## config.mk

```make
export PLATFORM = sky130hd
export DESIGN_NAME = dp_mul_result_buffer_flat
export DESIGN_NICKNAME = d
export VERILOG_FILES = /design/src/rtl/dp_mul_result_buffer_if.sv /design/src/rtl/dp_mul_result_buffer.sv /design/src/flat_wrapper.sv
export SDC_FILE = /design/constraint.sdc
export NUM_CORES = 1
export LEC_CHECK = 0
export CAP_MARGIN = 20
export CELL_PAD_IN_SITES_DETAIL_PLACEMENT = 0
export CELL_PAD_IN_SITES_GLOBAL_PLACEMENT = 1
export CORE_ASPECT_RATIO = 1.1
export CORE_MARGIN = 1.5
export CORE_UTILIZATION = 44
export DETAILED_ROUTE_END_ITERATION = 12
export PLACE_DENSITY = 0.82
export SLEW_MARGIN = 20
export SYNTH_ARGS = -nofsm -noshare
export SYNTH_HDL_FRONTEND = slang
export SYNTH_SLANG_ARGS = --single-unit
```

## constraint.sdc

```tcl
create_clock -name clk -period 2.5 [get_ports clk]
set_clock_uncertainty 0.05 [all_clocks]
set_input_delay 0.5 -clock clk [delete_from_list [all_inputs] [get_ports clk]]
set_output_delay 0.5 -clock clk [all_outputs]
set_load 0.005 [all_outputs]
```

## src/rtl/dp_mul_result_buffer_if.sv

```systemverilog
// Result handshake bundle between the DP multiplier, the result buffer and its consumer.
// master = producer/consumer side (bench or datapath), slave = the buffer itself.
interface dp_mul_result_buffer_if;
    logic        in_valid;
    logic        in_ready;
    logic [63:0] in_result;
    logic        in_invalid;
    logic        in_overflow;
    logic        in_underflow;
    logic        in_inexact;
    logic [3:0]  in_tag;
    logic        out_valid;
    logic        out_ready;
    logic [63:0] out_result;
    logic [4:0]  out_flags;
    logic [3:0]  out_tag;

    modport master (
        output in_valid, in_result, in_invalid, in_overflow, in_underflow, in_inexact, in_tag,
        output out_ready,
        input  in_ready, out_valid, out_result, out_flags, out_tag
    );

    modport slave (
        input  in_valid, in_result, in_invalid, in_overflow, in_underflow, in_inexact, in_tag,
        input  out_ready,
        output in_ready, out_valid, out_result, out_flags, out_tag
    );
endinterface

```

## src/rtl/dp_mul_result_buffer.sv

```systemverilog
// In-order FIFO of DP multiplier results with sticky exception flags accrued at pop.
// Push-to-out_valid latency 1 cycle; in_ready drops when full (no write-through, no read-through).
module dp_mul_result_buffer #(
    parameter int DEPTH = 4
) (
    input  logic                       clk,
    input  logic                       rst_n,
    dp_mul_result_buffer_if.slave      rb,
    input  logic                       flush,
    input  logic                       fflags_clr,
    output logic [4:0]                 fflags,
    output logic [$clog2(DEPTH):0]     count
);
    localparam int AW = $clog2(DEPTH);
    localparam int CW = AW + 1;
    localparam logic [CW-1:0] FULL = CW'(DEPTH);

    typedef struct packed {
        logic [63:0] result;
        logic [3:0]  tag;
        logic [4:0]  flags;
    } entry_t;

    entry_t        mem [DEPTH];
    logic [AW-1:0] wr_ptr;
    logic [AW-1:0] rd_ptr;
    entry_t        in_entry;
    entry_t        head;
    logic          push;
    logic          pop;

    // Flag order {NV,DZ,OF,UF,NX}; a multiply never divides by zero.
    assign in_entry = '{result: rb.in_result,
                        tag:    rb.in_tag,
                        flags:  {rb.in_invalid, 1'b0, rb.in_overflow, rb.in_underflow, rb.in_inexact}};

    assign head         = mem[rd_ptr];
    assign rb.in_ready  = (count != FULL);
    assign rb.out_valid = (count != '0);
    assign rb.out_result = head.result;
    assign rb.out_tag    = head.tag;
    assign rb.out_flags  = head.flags;

    assign push = rb.in_valid & rb.in_ready;
    assign pop  = rb.out_valid & rb.out_ready;

    always_ff @(posedge clk or negedge rst_n) begin
        if (!rst_n) begin
            wr_ptr <= '0;
            rd_ptr <= '0;
            count  <= '0;
            fflags <= '0;
            for (int i = 0; i < DEPTH; i++) begin
                mem[i] <= '0;
            end
        end else if (flush) begin
            // Discarded entries never commit, so sticky flags are left alone.
            wr_ptr <= '0;
            rd_ptr <= '0;
            count  <= '0;
        end else begin
            if (push) begin
                mem[wr_ptr] <= in_entry;
                wr_ptr      <= wr_ptr + 1'b1;
            end
            if (pop) begin
                rd_ptr <= rd_ptr + 1'b1;
            end
            if (push && !pop) begin
                count <= count + 1'b1;
            end else if (pop && !push) begin
                count <= count - 1'b1;
            end
            // Flags commit with the entry; a same-cycle clear happens before the accrue.
            if (pop) begin
                fflags <= (fflags_clr ? 5'b0 : fflags) | head.flags;
            end else if (fflags_clr) begin
                fflags <= '0;
            end
        end
    end
endmodule

```

## src/flat_wrapper.sv

```systemverilog
// flat-port wrapper written by rule: the top's interface ports become plain ports
module dp_mul_result_buffer_flat 
#(
    parameter int DEPTH = 4
)
  (clk, rst_n, flush, fflags_clr, fflags, count, rb_in_valid, rb_in_result, rb_in_invalid, rb_in_overflow, rb_in_underflow, rb_in_inexact, rb_in_tag, rb_out_ready, rb_in_ready, rb_out_valid, rb_out_result, rb_out_flags, rb_out_tag);
  dp_mul_result_buffer_if rb_i ();
  input  logic clk;
  input  logic rst_n;
  input  logic flush;
  input  logic fflags_clr;
  output logic [4:0] fflags;
  output logic [$clog2(DEPTH):0] count;
  input wire logic [$bits(rb_i.in_valid)-1:0] rb_in_valid;
  input wire logic [$bits(rb_i.in_result)-1:0] rb_in_result;
  input wire logic [$bits(rb_i.in_invalid)-1:0] rb_in_invalid;
  input wire logic [$bits(rb_i.in_overflow)-1:0] rb_in_overflow;
  input wire logic [$bits(rb_i.in_underflow)-1:0] rb_in_underflow;
  input wire logic [$bits(rb_i.in_inexact)-1:0] rb_in_inexact;
  input wire logic [$bits(rb_i.in_tag)-1:0] rb_in_tag;
  input wire logic [$bits(rb_i.out_ready)-1:0] rb_out_ready;
  output wire logic [$bits(rb_i.in_ready)-1:0] rb_in_ready;
  output wire logic [$bits(rb_i.out_valid)-1:0] rb_out_valid;
  output wire logic [$bits(rb_i.out_result)-1:0] rb_out_result;
  output wire logic [$bits(rb_i.out_flags)-1:0] rb_out_flags;
  output wire logic [$bits(rb_i.out_tag)-1:0] rb_out_tag;
  assign rb_i.in_valid = rb_in_valid;
  assign rb_i.in_result = rb_in_result;
  assign rb_i.in_invalid = rb_in_invalid;
  assign rb_i.in_overflow = rb_in_overflow;
  assign rb_i.in_underflow = rb_in_underflow;
  assign rb_i.in_inexact = rb_in_inexact;
  assign rb_i.in_tag = rb_in_tag;
  assign rb_i.out_ready = rb_out_ready;
  assign rb_in_ready = rb_i.in_ready;
  assign rb_out_valid = rb_i.out_valid;
  assign rb_out_result = rb_i.out_result;
  assign rb_out_flags = rb_i.out_flags;
  assign rb_out_tag = rb_i.out_tag;
  dp_mul_result_buffer #(.DEPTH(DEPTH)) u_core (.clk(clk), .rst_n(rst_n), .rb(rb_i), .flush(flush), .fflags_clr(fflags_clr), .fflags(fflags), .count(count));
endmodule
```

### Word-level counts from Yosys, hierarchy flattened

Index checks and enable logic that the tools add are counted.

| word-level totals | value |
|---|---|
| flip-flop bits (word level) | 304 |
| bits of input ports | 78 |
| output and inout bits | 83 |

| cells by class | value |
|---|---|
| add/subtract/negate cells | 4 |
| magnitude comparators | 3 |
| equality and inequality tests | 1 |
| muxes and demuxes | 15 |
| bitwise operators | 6 |
| reductions and logical operators | 10 |

Operator list:

| cell | count |
|---|---|
| bitwise mux 292 bit | 1 |
| 2-to-1 mux 73 bit | 3 |
| binary-select mux 73 bit (select 2 bit) | 1 |
| demux 73 bit (select 2 bit) | 1 |
| 2-to-1 mux 5 bit | 2 |
| 2-to-1 mux 3 bit | 3 |
| 2-to-1 mux 2 bit | 4 |
| >= comparator 3 bit (second input constant) | 2 |
| NOT 2 -> 3 bit | 2 |
| nonzero test 3 bit | 2 |
| OR 5 bit | 1 |
| adder 2 x 1 -> 2 bit (second input constant) | 2 |
| nonzero test 2 bit | 2 |
| adder 3 x 1 -> 3 bit (second input constant) | 1 |
| logical AND 1 bit | 3 |
| < comparator 3 x 1 -> 1 bit (second input constant) | 1 |
| inequality test 3 bit (second input constant) | 1 |
| subtractor 3 x 1 -> 3 bit (second input constant) | 1 |
| AND 1 bit | 2 |
| logical NOT 1 bit | 2 |
| AND reduction 2 bit | 1 |
| NOT 1 bit | 1 |

### Depth between registers and ports, before layout

| depth | value |
|---|---|
| depth in word-level cells | 7 |
| depth in mapped cells | 8 |

### Worst setup path before layout

OpenSTA, ideal clock, no wires.

| timing path | value |
|---|---|
| path kind | reg-to-reg |
| from | register u_core.count[1] |
| to | register u_core.count[2] |
| library setup time | 0.066 ns |
| data arrival time | 2.141 ns |
| data required time | 2.384 ns |
| slack | 0.243 ns |
| cell stages (with the launch flop) | 9 |
| cell sequence | dfrtp_1 buf_2 nor3b_4 inv_4 and3_1 fa_1 a21bo_2 a311oi_1 o311a_1 |

| on the way | value |
|---|---|
| elaborated cells between the ends (all ways) | 14 |
| those cells by class | add/sub (2); eq/ne (1); mux (3); bitwise (2); reduce/logical (6) |

RTL lines:

| item | line | text |
|---|---|---|
| start: declaration | dp_mul_result_buffer.sv:12 | `output logic [$clog2(DEPTH):0] count` |
| start signal: assignment | dp_mul_result_buffer.sv:70 | `count <= count + 1'b1;` |
| start signal: assignment | dp_mul_result_buffer.sv:72 | `count <= count - 1'b1;` |
| inequality test 3 bit * | dp_mul_result_buffer.sv:38 | `assign rb.in_ready = (count != FULL);` |
| net rb_in_ready | flat_wrapper.sv:22 | `output wire logic [$bits(rb_i.in_ready)-1:0] rb_in_ready;` |
| AND 1 bit * | dp_mul_result_buffer.sv:44 | `assign push = rb.in_valid & rb.in_ready;` |
| logical AND 1 bit / logical NOT 1 bit (equally long branches) | dp_mul_result_buffer.sv:69, dp_mul_result_buffer.sv:71 |  |
| 2-to-1 mux 3 bit / logical AND 1 bit (equally long branches) | dp_mul_result_buffer.sv:69, dp_mul_result_buffer.sv:71 |  |
| 2-to-1 mux 3 bit / nonzero test 3 bit (equally long branches) | - |  |

Mark *: on every way through the listed nets, which the timed path passes. The rest lies on a longest branch. The select of a mux whose other input is x is not followed.
A chain may end at the register's enable or synchronous reset.

### Worst setup path in the final report

| timing path | value |
|---|---|
| from | register u_core.rd_ptr[0] |
| to | output port rb_out_result[40] |

| on the way | value |
|---|---|
| word-level cells in the longest chain between the ends | 4 |

Ends and longest elaborated chain:

| item | line | text |
|---|---|---|
| start: declaration | dp_mul_result_buffer.sv:26 | `logic [AW-1:0] rd_ptr;` |
| start signal: assignment | dp_mul_result_buffer.sv:67 | `rd_ptr <= rd_ptr + 1'b1;` |
| NOT 2 -> 3 bit (implied by the code) | dp_mul_result_buffer.sv:37 | `assign head = mem[rd_ptr];` |
| binary-select mux 73 bit (select 2 bit) | dp_mul_result_buffer.sv:37 |  |
| 2-to-1 mux 73 bit (implied by the code) (2 in a row) | dp_mul_result_buffer.sv:37 |  |
| end: declaration | flat_wrapper.sv:24 | `output wire logic [$bits(rb_i.out_result)-1:0] rb_out_result;` |

Every way passes these cells. The select of a mux whose other input is x is not followed.

==> reports/results.tsv <==
metric	value	unit
outcome	complete, but fails checks	
failing checks	negative setup slack	
hold crit path type	flip-flop to flip-flop	
I/O Buffers	159	
Post-Synthesis Cells	771	
# fillers	2396	
Max clock buf depth	3	
RSZ-0062 raised after global routing	true	
Post-DP HPWL	16.6	mm
share of cells above drive strength 1	0.401	
final WL	27.8	mm
post-synthesis sequential area ratio	0.569	
Placed Instance Area	15400	um^2
DRT iter0 DRCs	297	
depth of the CTS H-tree	2	
largest net degree at the start of global routing	73	
IO Pins	161	
Initial Utilization	0.446	
GR Overflow Total	0	
drt wl/cell	20.2	um
Post-DRT Antenna Nets	0	
non-filler cells, final	1373	
DR vias/cell	5.41	
clk sink count	300	
routability cong.	0.733	
clock slew at reported path FFs	0.06	ns
EDFF count, synth	0	
maximum VDD drop	702	uV
final layout net count	1059	
layout overhead on the synthesized area	26.2	%
crit-path max FO	5	
vias in the first global route	8003	
Die ar.	31000	um^2
total number of vias	7429	
initial antenna violation count	1	
Setup violations, final	52	
Pleak	7.49	nW
total of max-cap violations	0	
drt drc	0	
critical path launch point	u_core.rd_ptr[0]	
Post-Place Cells	1285	
final instance area	16700	um^2
period utilization	1.07	
relative slew slack	0.593	
die height	185	um
CP endpoint kind	output port	
Slew Viols, Final	0	
prevailing post-synth register cell	dfrtp_1	
die width	168	um
syn nets	854	
Ant. Diodes	0	
asr flop ratio synth	1.00	
required time worst endpoint	1.95	ns
Row Count	66	
Syn Area/Cell	17.1	um^2
total CTS buffers	34	
register bit total from synthesis	300	
Worst Hold Launch	u_core.mem[15]	
Worst Path Arrival	2.12	ns
clock period minus final worst setup slack	2.67	ns
TritonCTS clock tree	built	
Clock Root Buffer	clkbuf_16	
synth unique cells	38	
Synth warnings	0	
total track usage	0.185	
TritonRoute pass-1 iters	4	
crit start category	flip-flop	
actual slew at the worst max-slew pin	0.611	ns
synthesized area	13200	um^2
first-pass GRT wire length	44.6	mm
Final WS setup	-0.171	ns
worst flop-to-flop path startpoint	u_core.count[0]	
Core Box Area	29600	um^2
fmax	0.374	GHz
Hold Fails Final Rpt	0	
Crit Path Category	flip-flop to output port	
Skew-Pair Late Insertion Delay	0.50	ns
PD cells	1200	nW/um^2
==> area by class of cell <==
type | count | area, um^2 | area share
inverters | 7 | 28.8 | 0.00173
repair buffers | 221 | 2230 | 0.134
clock buffers | 46 | 977 | 0.0587
multi-input cells | 412 | 5310 | 0.319
flip-flops and latches | 300 | 7510 | 0.451
clock inverters | 13 | 129 | 0.00774
well taps | 374 | 468 | 0.0281
==> worst max-delay path: stages (launching register included) <==
cell,delay [ns]
dfrtp_4,0.50
buf_6,0.15
buf_12,0.14
buf_12,0.14
buf_8,0.12
mux4_2,0.43
buf_6,0.14
==> power by group <==
group | internal [mW] | switching (mW)
clock network | 2.95 | 1.94
registers | 6.90 | 0.977
logic | 4.66 | 2.55
==> per-stage QoR <==
step | total power [mW] | setup WS [ns] | setup TNS (ns) | util | hold WS, ns
after floorplan | 11.7 | 0.243 | 0 | - | 0.154
after global placement | 15.0 | 0.0386 | 0 | 0.519 | 0.418
after detailed placement | 15.2 | 0.0196 | 0 | 0.519 | 0.425
after CTS | 20.1 | -0.201 | -6.78 | 0.561 | 0.439
after global routing | 21.1 | -0.234 | -7.22 | 0.564 | 0.447
final | 20.0 | -0.171 | -3.85 | 0.564 | 0.435
==> path summary, 6_finish.rpt <==
kind | to | slack [ns] | cells after the start
min in group asynchronous | u_core.mem[123] | 0.53 | 2
worst max-delay path | rb_out_result[40] | -0.17 | 6
worst min register to register | u_core.mem[15] | 0.44 | 1
worst max register to register | u_core.count[2] | 0.37 | 7
max in group asynchronous | u_core.mem[148] | 1.10 | 3
worst min-delay path | u_core.mem[15] | 0.44 | 1
==> cells by family (layout without fill, tap and decap cells) <==
kind of cell,after synthesis,count (layout),share of synthesized area
compound gates,18,18,0.0105
xor+xnor,2,2,0.00133
fa+ha+maj,5,5,0.00531
buf+inv,59,287,0.0288
flops,300,300,0.569
mux,363,363,0.371
other cells,1,1,0.000284
simple gates,23,23,0.0138
==> repair_timing <==
item	4_1_cts	5_1_grt
pin swaps	0	1
buffers inserted	17	9
endpoints found under the setup margin	72	65
endpoints found under the hold margin	61	0
cloned	6	0
resized for setup	288	16
hold buffers	1	0
==> synth_stat cells, types with 2 or more instances <==
| cell type | number | area (um^2) |
|---|---|---|
| o21ai_0 | 3 | 15.0 |
| mux4_2 | 72 | 1620 |
| mux2i_1 | 2 | 20.0 |
| o31ai_1 | 2 | 15.0 |
| a21oi_1 | 2 | 10.0 |
| buf_4 | 23 | 173 |
| mux2_1 | 149 | 1680 |
| dfrtp_1 | 300 | 7510 |
| ha_1 | 4 | 50.1 |
| clkbuf_1 | 6 | 22.5 |
| a22o_1 | 4 | 35.0 |
| buf_1 | 2 | 7.51 |
| inv_1 | 6 | 22.5 |
| nand3b_1 | 2 | 15.0 |
| nand3_4 | 4 | 70.1 |
| buf_6 | 7 | 78.8 |
| mux2_2 | 140 | 1580 |
| nor2_1 | 8 | 30.0 |
| buf_2 | 14 | 70.1 |
| xor2_1 | 2 | 17.5 |
| nand3_1 | 2 | 10.0 |
==> layout by cell type (no fill, tap or decap), types with 2 or more instances in the layout <==
cell             Yosys  routed
clkbuf_8             0       6
clkinv_4             0       2
nand3_4              4       4
inv_1                6       6
a22o_1               4       4
mux2i_1              2       2
xor2_1               2       2
clkbuf_1             6       5
buf_12               0      17
nand3b_1             2       2
o21ai_0              3       3
dfrtp_1            300     298
buf_4               23      26
clkinv_2             0       7
buf_8                0       4
mux2_1             149     149
nor2_1               8       8
mux4_2              72      72
a21oi_1              2       2
clkbuf_16            0      35
mux2_2             140     140
ha_1                 4       4
nand3_1              2       2
buf_2               14      48
bufinv_16            0       2
dlygate4sd2_1        0       8
buf_16               0       7
dfrtp_4              0       2
o31ai_1              2       2
clkdlybuf4s50_1      0      86
buf_6                7      23
==> routing by layer <==
layer	vias to the layer above	part of all wire	global-route usage
met2	143	0.50	0.321
met1	3934	0.43	0.235
met3	35	0.051	0.0427
met5	-	0.00047	0
met4	2	0.017	0.0504
li1	3315	-	-
==> sequential cells by signal, summed over array words and instances, names as in the netlist <==
signal,flops
u_core.count,3
u_core.fflags,5
u_core.mem,288
u_core.rd_ptr,2
u_core.wr_ptr,2
Power figures use the tool's default switching activity.
